[src/rtl/core_decode.sv]
// rtl/core_decode.sv - TOY decode/operand-fetch stage with register file, scoreboard and hazard stall
module core_decode #(
  parameter int NREG = 16,
  parameter int W    = 16
) (
  input  logic         clk_i,
  input  logic         rst_i,
  input  logic         inst_valid_i,
  input  logic [W-1:0] inst_i,
  output logic         inst_ready_o,
  output logic         out_valid_o,
  input  logic         out_ready_i,
  output logic [2:0]   alu_op_o,
  output logic [W-1:0] a_o,
  output logic [W-1:0] b_o,
  output logic [3:0]   op_o,
  output logic [3:0]   d_o,
  output logic [7:0]   addr_o,
  input  logic         wb_en_i,
  input  logic [3:0]   wb_addr_i,
  input  logic [W-1:0] wb_data_i,
  input  logic         flush_i,
  output logic         halted_o
);

  logic [W-1:0]    r_regs [NREG];
  logic [NREG-1:0] r_busy;
  logic            r_out_valid;
  logic            r_halted;
  logic [2:0]      r_alu_op;
  logic [W-1:0]    r_a;
  logic [W-1:0]    r_b;
  logic [3:0]      r_op;
  logic [3:0]      r_d;
  logic [7:0]      r_addr;

  logic [3:0]      w_op;
  logic [3:0]      w_d;
  logic [3:0]      w_s;
  logic [3:0]      w_t;
  logic [7:0]      w_addr;
  logic [W-1:0]    w_rd;
  logic [W-1:0]    w_rs;
  logic [W-1:0]    w_rt;
  logic            w_use_d;
  logic            w_use_s;
  logic            w_use_t;
  logic            w_writer;
  logic            w_held_writer;
  logic            w_hazard;
  logic            w_ready;
  logic            w_accept;
  logic            w_issue;
  logic            w_flush_hit;
  logic [2:0]      w_alu_op;
  logic [W-1:0]    w_a;
  logic [W-1:0]    w_b;
  logic [NREG-1:0] w_busy_nxt;

  function automatic logic f_writer(input logic [3:0] op, input logic [3:0] d);
    f_writer = (d != 4'd0) &&
               (((op >= 4'd1) && (op <= 4'd8)) || (op == 4'hA) || (op == 4'hF));
  endfunction

  assign w_op   = inst_i[15:12];
  assign w_d    = inst_i[11:8];
  assign w_s    = inst_i[7:4];
  assign w_t    = inst_i[3:0];
  assign w_addr = inst_i[7:0];

  // Same-cycle writeback forwarding; R0 always reads zero.
  assign w_rd = (w_d == 4'd0) ? '0 : (wb_en_i && wb_addr_i == w_d) ? wb_data_i : r_regs[w_d];
  assign w_rs = (w_s == 4'd0) ? '0 : (wb_en_i && wb_addr_i == w_s) ? wb_data_i : r_regs[w_s];
  assign w_rt = (w_t == 4'd0) ? '0 : (wb_en_i && wb_addr_i == w_t) ? wb_data_i : r_regs[w_t];

  assign w_use_s  = (w_op >= 4'd1) && (w_op <= 4'd6);
  assign w_use_t  = w_use_s || (w_op == 4'hA) || (w_op == 4'hB);
  assign w_use_d  = (w_op == 4'h9) || (w_op == 4'hB) || (w_op == 4'hC) ||
                    (w_op == 4'hD) || (w_op == 4'hE);
  assign w_writer = f_writer(w_op, w_d);
  assign w_held_writer = f_writer(r_op, r_d);

  // WAW stalls even if the busy bit is being cleared this cycle.
  assign w_hazard = (w_use_s && r_busy[w_s] && !(wb_en_i && wb_addr_i == w_s)) ||
                    (w_use_t && r_busy[w_t] && !(wb_en_i && wb_addr_i == w_t)) ||
                    (w_use_d && r_busy[w_d] && !(wb_en_i && wb_addr_i == w_d)) ||
                    (w_writer && r_busy[w_d]);

  assign w_ready     = !r_halted && !flush_i && !w_hazard && (!r_out_valid || out_ready_i);
  assign w_accept    = inst_valid_i && w_ready;
  assign w_issue     = w_accept && (w_op != 4'd0);
  assign w_flush_hit = flush_i && r_out_valid;

  always_comb begin
    w_alu_op = 3'd7;
    w_a      = '0;
    w_b      = '0;
    case (w_op)
      4'h1, 4'h2, 4'h3, 4'h4, 4'h5, 4'h6: begin
        w_alu_op = w_op[2:0] - 3'd1;
        w_a      = w_rs;
        w_b      = w_rt;
      end
      4'h7, 4'h8, 4'hF: w_b = {{(W-8){1'b0}}, w_addr};
      4'h9: begin
        w_a = w_rd;
        w_b = {{(W-8){1'b0}}, w_addr};
      end
      4'hA: w_b = w_rt;
      4'hB: begin
        w_a = w_rd;
        w_b = w_rt;
      end
      4'hC, 4'hD, 4'hE: begin
        w_alu_op = 3'd6;
        w_a      = w_rd;
      end
      default: w_alu_op = 3'd7;
    endcase
  end

  // Issue set is applied last so it wins over a writeback clear on the same register.
  always_comb begin
    w_busy_nxt = r_busy;
    if (wb_en_i)
      w_busy_nxt[wb_addr_i] = 1'b0;
    if (w_flush_hit && w_held_writer)
      w_busy_nxt[r_d] = 1'b0;
    if (w_issue && w_writer)
      w_busy_nxt[w_d] = 1'b1;
  end

  always_ff @(posedge clk_i or negedge rst_i) begin
    if (!rst_i) begin
      for (int i = 0; i < NREG; i++)
        r_regs[i] <= '0;
      r_busy      <= '0;
      r_out_valid <= 1'b0;
      r_halted    <= 1'b0;
      r_alu_op    <= 3'd0;
      r_a         <= '0;
      r_b         <= '0;
      r_op        <= 4'd0;
      r_d         <= 4'd0;
      r_addr      <= 8'd0;
    end else begin
      if (wb_en_i && wb_addr_i != 4'd0)
        r_regs[wb_addr_i] <= wb_data_i;
      r_busy <= w_busy_nxt;
      if (w_accept && w_op == 4'd0)
        r_halted <= 1'b1;
      if (w_flush_hit) begin
        r_out_valid <= 1'b0;
      end else if (w_issue) begin
        r_out_valid <= 1'b1;
        r_alu_op    <= w_alu_op;
        r_a         <= w_a;
        r_b         <= w_b;
        r_op        <= w_op;
        r_d         <= w_d;
        r_addr      <= w_addr;
      end else if (out_ready_i) begin
        r_out_valid <= 1'b0;
      end
    end
  end

  assign inst_ready_o = w_ready;
  assign out_valid_o  = r_out_valid;
  assign halted_o     = r_halted;
  assign alu_op_o     = r_alu_op;
  assign a_o          = r_a;
  assign b_o          = r_b;
  assign op_o         = r_op;
  assign d_o          = r_d;
  assign addr_o       = r_addr;

endmodule

[config.mk]
export PLATFORM = sky130hd
export DESIGN_NAME = core_decode
export DESIGN_NICKNAME = d
export VERILOG_FILES = /design/src/rtl/core_decode.sv
export SDC_FILE = /design/constraint.sdc
export NUM_CORES = 1
export LEC_CHECK = 0
export ABC_AREA = 1
export CAP_MARGIN = 20
export CORE_MARGIN = 1
export CORE_UTILIZATION = 29
export DETAILED_ROUTE_END_ITERATION = 10
export PLACE_DENSITY = 0.5
export SLEW_MARGIN = 20
export SYNTH_ARGS = -nofsm -noshare
export SYNTH_HDL_FRONTEND = slang
export SYNTH_SLANG_ARGS = --single-unit
[constraint.sdc]
create_clock -name clk_i -period 1.81 [get_ports clk_i]
set_input_delay 0.362 -clock clk_i [delete_from_list [all_inputs] [get_ports clk_i]]
set_output_delay 0.362 -clock clk_i [all_outputs]
set_load 0.01 [all_outputs]
* Yosys cells after proc, flatten, opt, wreduce, memory -nomap -nowiden *
Cells that the tools add are included.

word-level totals
  flip-flop bits (word level) = 325
  word-level logic and storage cells = 178
  input bits = 42
  output and inout bits = 54

operators by class
  equality and inequality tests = 20
  magnitude comparators = 18
  $add $sub $neg = 1
  mux-type cells = 39
  bitwise gates (word level) = 10
  reduce and logical (&&, ||, !) cells = 65

operator list
  cell                                                                   count
  256-bit bitwise mux                                                    1
  16-bit 2-to-1 mux                                                      16
  16-bit binary-select mux with 4-bit select                             3
  16-bit demux with 4-bit select                                         1
  16-bit case mux with 2 select lines                                    2
  4-bit == test, second input constant                                   10
  16-bit bitwise AND                                                     2
  16-bit inverter                                                        2
  1-bit logical AND                                                      29
  4-bit by 5-bit < comparator with 1-bit output, second input constant   5
  4-bit by 1-bit >= comparator with 1-bit output, second input constant  5
  5-bit >= comparator, second input constant                             4
  4-bit inverter with 5-bit output                                       4
  4-bit by 3-bit == test with 1-bit output, second input constant        4
  4-bit zero test                                                        4
  16-bit OR                                                              1
  4-bit nonzero test                                                     4
  1-bit logical OR                                                       14
  1-bit binary-select mux with 4-bit select                              3
  1-bit demux with 4-bit select                                          3
  4-bit == test                                                          3
  1-bit 2-to-1 mux                                                       9
  4-bit by 2-bit == test with 1-bit output, second input constant        2
  4-bit less-or-equal comparator, second input constant                  2
  other kinds (14)                                                       20

* Longest topological paths before layout *
  depth in word-level cells = 16
  gate-level depth with buffers = 17
  mapped depth without buffers = 15

* Least setup slack after synthesis *
No wires, ideal clock.

  path type = input port to flip-flop
  start = input inst_i[12]
  end = register r_b[15], in the netlist b_o[15]
  stages on the path = 17
  slack = -152 ps
  buffers on the path = 2
  data arrival time = 1,832 ps
  required time = 1,680 ps
  library setup time = 130 ps
  path through = inv_1 > ha_1 > inv_1 > nor2_1 > nand2_1 > nand3_1 > nand2_1 > nand2_1 > nor2_1 > nand2_1 > nand2_1 > nor2_4 > nand3_2 > buf_6 > buf_6 > nand2_1 > o21ai_1

between the ends
  word-level cells in the longest chain between the ends = 15
  elaborated cells between the ends (all ways) = 49
  those cells by class = order compare: 3; eq/ne: 15; mux: 1; reduce/logical: 30

RTL lines
  element                                                                 line    RTL
  start, declared                                                         9       input logic [W-1:0] inst_i,
  4-bit by 1-bit >= comparator with 1-bit output (tied with other cells)  62, 76
  1-bit logical AND / 1-bit logical OR (equally long branches)            76, 78
  1-bit logical OR, on equally long branches (2 in a row)                 77, 78
  1-bit logical AND / 1-bit logical OR (equally long branches)            85, 79
  1-bit logical AND, on equally long branches                             85, 86
  1-bit logical OR / 1-bit logical AND (equally long branches)            84, 86
  1-bit logical OR                                                        85      (w_use_t && r_busy[w_t] && !(wb_en_i && wb_addr_i == w_t)) ||
  1-bit logical OR (*)                                                    86      (w_use_d && r_busy[w_d] && !(wb_en_i && wb_addr_i == w_d)) ||
  1-bit zero test (*)                                                     89      assign w_ready = !r_halted && !flush_i && !w_hazard && (!r_out_valid || out_ready_i);
  1-bit logical AND (*) (2 in a row)                                      89
  named net inst_ready_o                                                  10      output logic inst_ready_o,
  1-bit logical AND (*)                                                   90      assign w_accept = inst_valid_i && w_ready;
  1-bit logical AND (*)                                                   91      assign w_issue = w_accept && (w_op != 4'd0);
  2-bit AND reduction (no line) (*)                                       --
  end signal, assigned                                                    158     r_b <= w_b;
  end, declared                                                           32      logic [W-1:0] r_b;

The timed path passes the listed nets; every way through them passes the cells marked *.
A chain may end at the register's enable or synchronous reset.

* Worst setup path in the final report *
  start = register r_busy[5]
  end = output inst_ready_o

between the ends
  word-level cells in the longest chain between the ends = 10
  elaborated cells between the ends (all ways) = 19
  those cells by class = mux: 6; reduce/logical: 13

RTL lines
  element                                                              line    RTL
  start, declared                                                      27      logic [NREG-1:0] r_busy;
  start signal, assigned                                               149     r_busy <= w_busy_nxt;
  1-bit binary-select mux with 4-bit select, on equally long branches  84, 85
  1-bit 2-to-1 mux, on equally long branches                           84, 85
  1-bit logical AND, on equally long branches (2 in a row)             84, 85
  1-bit logical OR                                                     84      assign w_hazard = (w_use_s && r_busy[w_s] && !(wb_en_i && wb_addr_i == w_s)) ||
  1-bit logical OR                                                     85
  1-bit logical OR (*)                                                 86
  1-bit zero test (*)                                                  89
  1-bit logical AND (*) (2 in a row)                                   89
  end, declared                                                        10

Every way passes the cells marked *; elsewhere a longest branch is shown, timed or not. The select of a mux whose other input is x is not followed.

==> flow_summary.ini <==
[run_status]
status = finished with violations
violations = negative setup slack

[clocking]
clk_pin_slew_ns = 0.06
clk-insertion-delay-late_ns = 0.59
clk_root_buffer_cell = clkbuf_16
cts_buffers = 39
ctsLongestPathBuffers = 3
cts_tree = done
numClockSinks = 325
htreeDepth = 2

[power]
p_sw_mw = 8.824
swShare_pct = 35.07
p_per_area_nw_per_um2 = 963.5
sequentialPowerShare_pct = 40.5
clock_power_share_pct = 31.7
comb_power_share_pct = 27.8
vdd.ir_drop.worst_v = 0.0005395
power.leakage_nw = 12.28
p_int_mw = 16.34

[critical_path]
worstSetupEndpointType = output pin
start_kind = flip-flop
cp.arrival_ns = 1.90
path_max_fanout = 3
cp_data_required_time_ns = 1.45
critPathKind = flip-flop to output pin

[finish]
fin_nets = 3244
nFillCells = 7348
drive_above_1_share_pct = 15.61
areaGrowthSynthToFinish_pct = 29.44
antenna_cells = 0
final_cells = 4153

[timing]
setup_viol = 68
hold_viol_final = 0
period_minus_slack_ns = 2.259
skew_ns = 0.02836
finalMaxSlewViolations = 0
fmax_mhz = 442.6
worstMarginPinSlew_ns = 0.5309
slew_headroom_pct = 64.61
tns_ns = -12.15
period_share_pct = 124.8
rsz0062_at_grt = true
worst_slack_ns = -0.4493

[logic_synthesis]
seq_area_frac_synth_pct = 40.31
synthesis.area_um2 = 20180
synth_top_area_share_pct = 40.31
syn_avg_cell_area_um2 = 6.818
ys_ff_latch = 325
synth_fa_ha_area_share_pct = 0.3101
synthSimpleGateAreaFrac_pct = 25.04
synth_top_cells_by_area = dfrtp_1, nand2_1, o21ai_0, a21oi_1, nand3_1
synthDistinctLibCells = 38
synth.area.mux_share_pct = 0
yosys_warnings = 0
syn-instance-count = 2959
synth_compound_area_share_pct = 25.31
syn_nets = 3006
synth_top_area_cell = dfrtp_1
synth-xor-area-share_pct = 0.1736
synth_top_family_by_area = compound AO/OA/AOI/OAI gates

[drt]
dr.pass1.iters = 6
antenna_left = 0
wl_per_cell_um = 22.30
viasPerCell = 5.256
drt-initial-drc-count = 2412
routed_wl_um = 92600
wl_met1_um = 40580
top_layer = met5
via_count = 21830
route.met3.wl_um = 8015
met2_wirelength_um = 40520
drc = 0

[placement]
pre_cts_slack_ns = -1.193
dpl.hpwl_um = 60490
placed_cells = 4067
portBuffers = 95
place_congestion = 0.8981

[grt]
grt_start_max_net_pins = 58
antenna_found_initial = 5
track_usage_pct = 25.83
grt_pass1_vias = 20310
grt_pass1_wl_um = 135600
overflow = 0

[worst_hold_path]
hp-class = primary input to asynchronous set/reset pin

[floorplanning]
std_cell_rows = 96
die-area_um2 = 70630
die_w_um = 265.8
initial_core_util_pct = 29.37
die_height_um = 265.8
core_um2 = 68710
io_pins = 96

[flow_run]
max_cap_viol_count = 0
==> power groups by stage <==
stage / registers [mW] / clock network [mW] / logic [mW]
floorplan: 10.0 / 0 / 3.71
global placement: 10.3 / 0 / 6.90
detailed placement: 10.3 / 0 / 6.97
CTS: 10.1 / 8.13 / 6.93
global route: 10.4 / 8.36 / 7.78
finish: 10.2 / 7.98 / 6.98
==> synth_stat cells <==
library cell,instances
buf_6,8
a21oi_1,214
o2111ai_1,3
xor2_1,1
ha_1,5
o21ai_2,16
o22ai_1,10
nor2_4,1
nor3_1,6
a211oi_1,1
dfrtp_1,325
buf_4,6
o211a_1,4
clkbuf_2,1
o211ai_1,26
a21boi_0,8
clkbuf_1,155
o21ai_1,41
o21bai_1,16
and2_0,9
nand4_1,27
buf_1,18
xnor2_1,3
a22oi_1,55
nand2_1,872
nand3_2,3
clkinv_1,2
o21ai_0,530
o311ai_0,2
nor2_2,4
o21a_1,7
inv_2,10
o221ai_1,5
nand3_1,167
inv_1,179
nor2_1,162
nand4_2,1
buf_2,56
==> kinds of logic after synthesis <==
family                     count (synthesis)
and+or+nand+nor                         1252
adders and majority gates                  5
DFF                                      325
buffers and inverters                    435
AOI/OAI and AO/OA                        938
xor gates and xnor gates                   4
==> sequential cells by signal, indices dropped and copies added, names as in the netlist <==
| signal | count |
|---|---|
| a_o | 16 |
| addr_o | 8 |
| alu_op_o | 3 |
| b_o | 16 |
| d_o | 4 |
| halted_o | 1 |
| op_o | 4 |
| out_valid_o | 1 |
| r_busy | 16 |
| r_regs | 256 |
==> cells in the final DEF (no fill, tap or decap), drive strengths merged <==
cell type / netlist / layout
o221ai: 5 / 5
a21boi: 8 / 8
clkinv: 2 / 8
xnor2: 3 / 3
a211oi: 1 / 1
nand3: 170 / 170
xor2: 1 / 1
clkbuf: 156 / 57
o211ai: 26 / 26
o211a: 4 / 4
nor2: 167 / 167
dfrtp: 325 / 325
inv: 189 / 188
o21a: 7 / 7
bufinv: 0 / 1
dlygate4sd3: 0 / 1
clkinvlp: 0 / 3
nor3: 6 / 6
and2: 9 / 9
a21oi: 214 / 214
o2111ai: 3 / 3
buf: 88 / 351
nand2: 872 / 872
ha: 5 / 5
o21bai: 16 / 16
a22oi: 55 / 55
clkdlybuf4s50: 0 / 28
nand4: 28 / 28
dlygate4sd2: 0 / 60
dlymetal6s2s: 0 / 1
o22ai: 10 / 10
o311ai: 2 / 2
o21ai: 587 / 587
==> per-stage QoR <==
| step | power (mW) | hold WS [ns] | instance area (µm²) | util, % |
|---|---|---|---|---|
| after global placement | 17.19 | 0.2502 | 24590 | 35.78 |
| after global routing | 26.52 | 0.2754 | 26120 | 38.01 |
| after floorplan | 13.75 | 0.06641 | 20310 | - |
| after CTS | 25.20 | 0.2401 | 26040 | 37.90 |
| after detailed placement | 17.24 | 0.2491 | 24590 | 35.78 |
| final | 25.16 | 0.2551 | 26120 | 38.01 |
==> metal layers <==
metal,up-vias,track usage (%)
li1,10320,-
met5,-,0
met2,1045,40.15
met1,10260,35.70
met3,196,4.612
met4,6,9.491
==> area by class of cell <==
| type | instances | area, µm² | area share [%] |
|---|---|---|---|
| inverter | 191 | 735.7 | 2.817 |
| tap | 931 | 1165 | 4.460 |
| timing repair buffer | 441 | 4354 | 16.67 |
| multi-input combinational | 2199 | 10470 | 40.08 |
| clock buffer | 57 | 1176 | 4.503 |
| sequential | 325 | 8142 | 31.17 |
| clock inverter | 9 | 77.57 | 0.2970 |
==> timing repair <==
action,CTS,global route
resized for setup,105,19
gates cloned,2,1
hold buffers,1,0
endpoints found under the setup margin,121,116
setup buffers,13,3
pin swaps,13,7
endpoints found under the hold margin,130,0
==> critical path, cell delays in order (launching register included) <==
cell	delay [ns]
dfrtp_2	0.45
buf_6	0.14
nand2_1	0.05
nand3_1	0.08
nand2_1	0.09
nand2_1	0.06
nand2_1	0.06
nor2_1	0.04
nand2_1	0.06
nand2_2	0.08
nor2_4	0.10
buf_6	0.11
==> worst paths after layout <==
| kind | start | end | slack (ns) | depth (start not counted) |
|---|---|---|---|---|
| worst min register to register | r_regs[255]$_DFFE_PN0P_ | r_regs[255]$_DFFE_PN0P_ | 0.41 | 0 |
| worst max register to register | r_busy[5]$_DFF_PN0_ | a_o[6]$_DFFE_PN0P_ | -0.27 | 16 |
| worst min-delay path | rst_i | r_regs[103]$_DFFE_PN0P_ | 0.26 | 2 |
| max in group asynchronous | rst_i | r_regs[117]$_DFFE_PN0P_ | 0.87 | 3 |
| min in group clk_i | inst_i[4] | addr_o[4]$_DFFE_PN0P_ | 0.29 | 4 |
| worst max-delay path | r_busy[5]$_DFF_PN0_ | inst_ready_o | -0.45 | 11 |
Power figures use the tool's default switching activity.
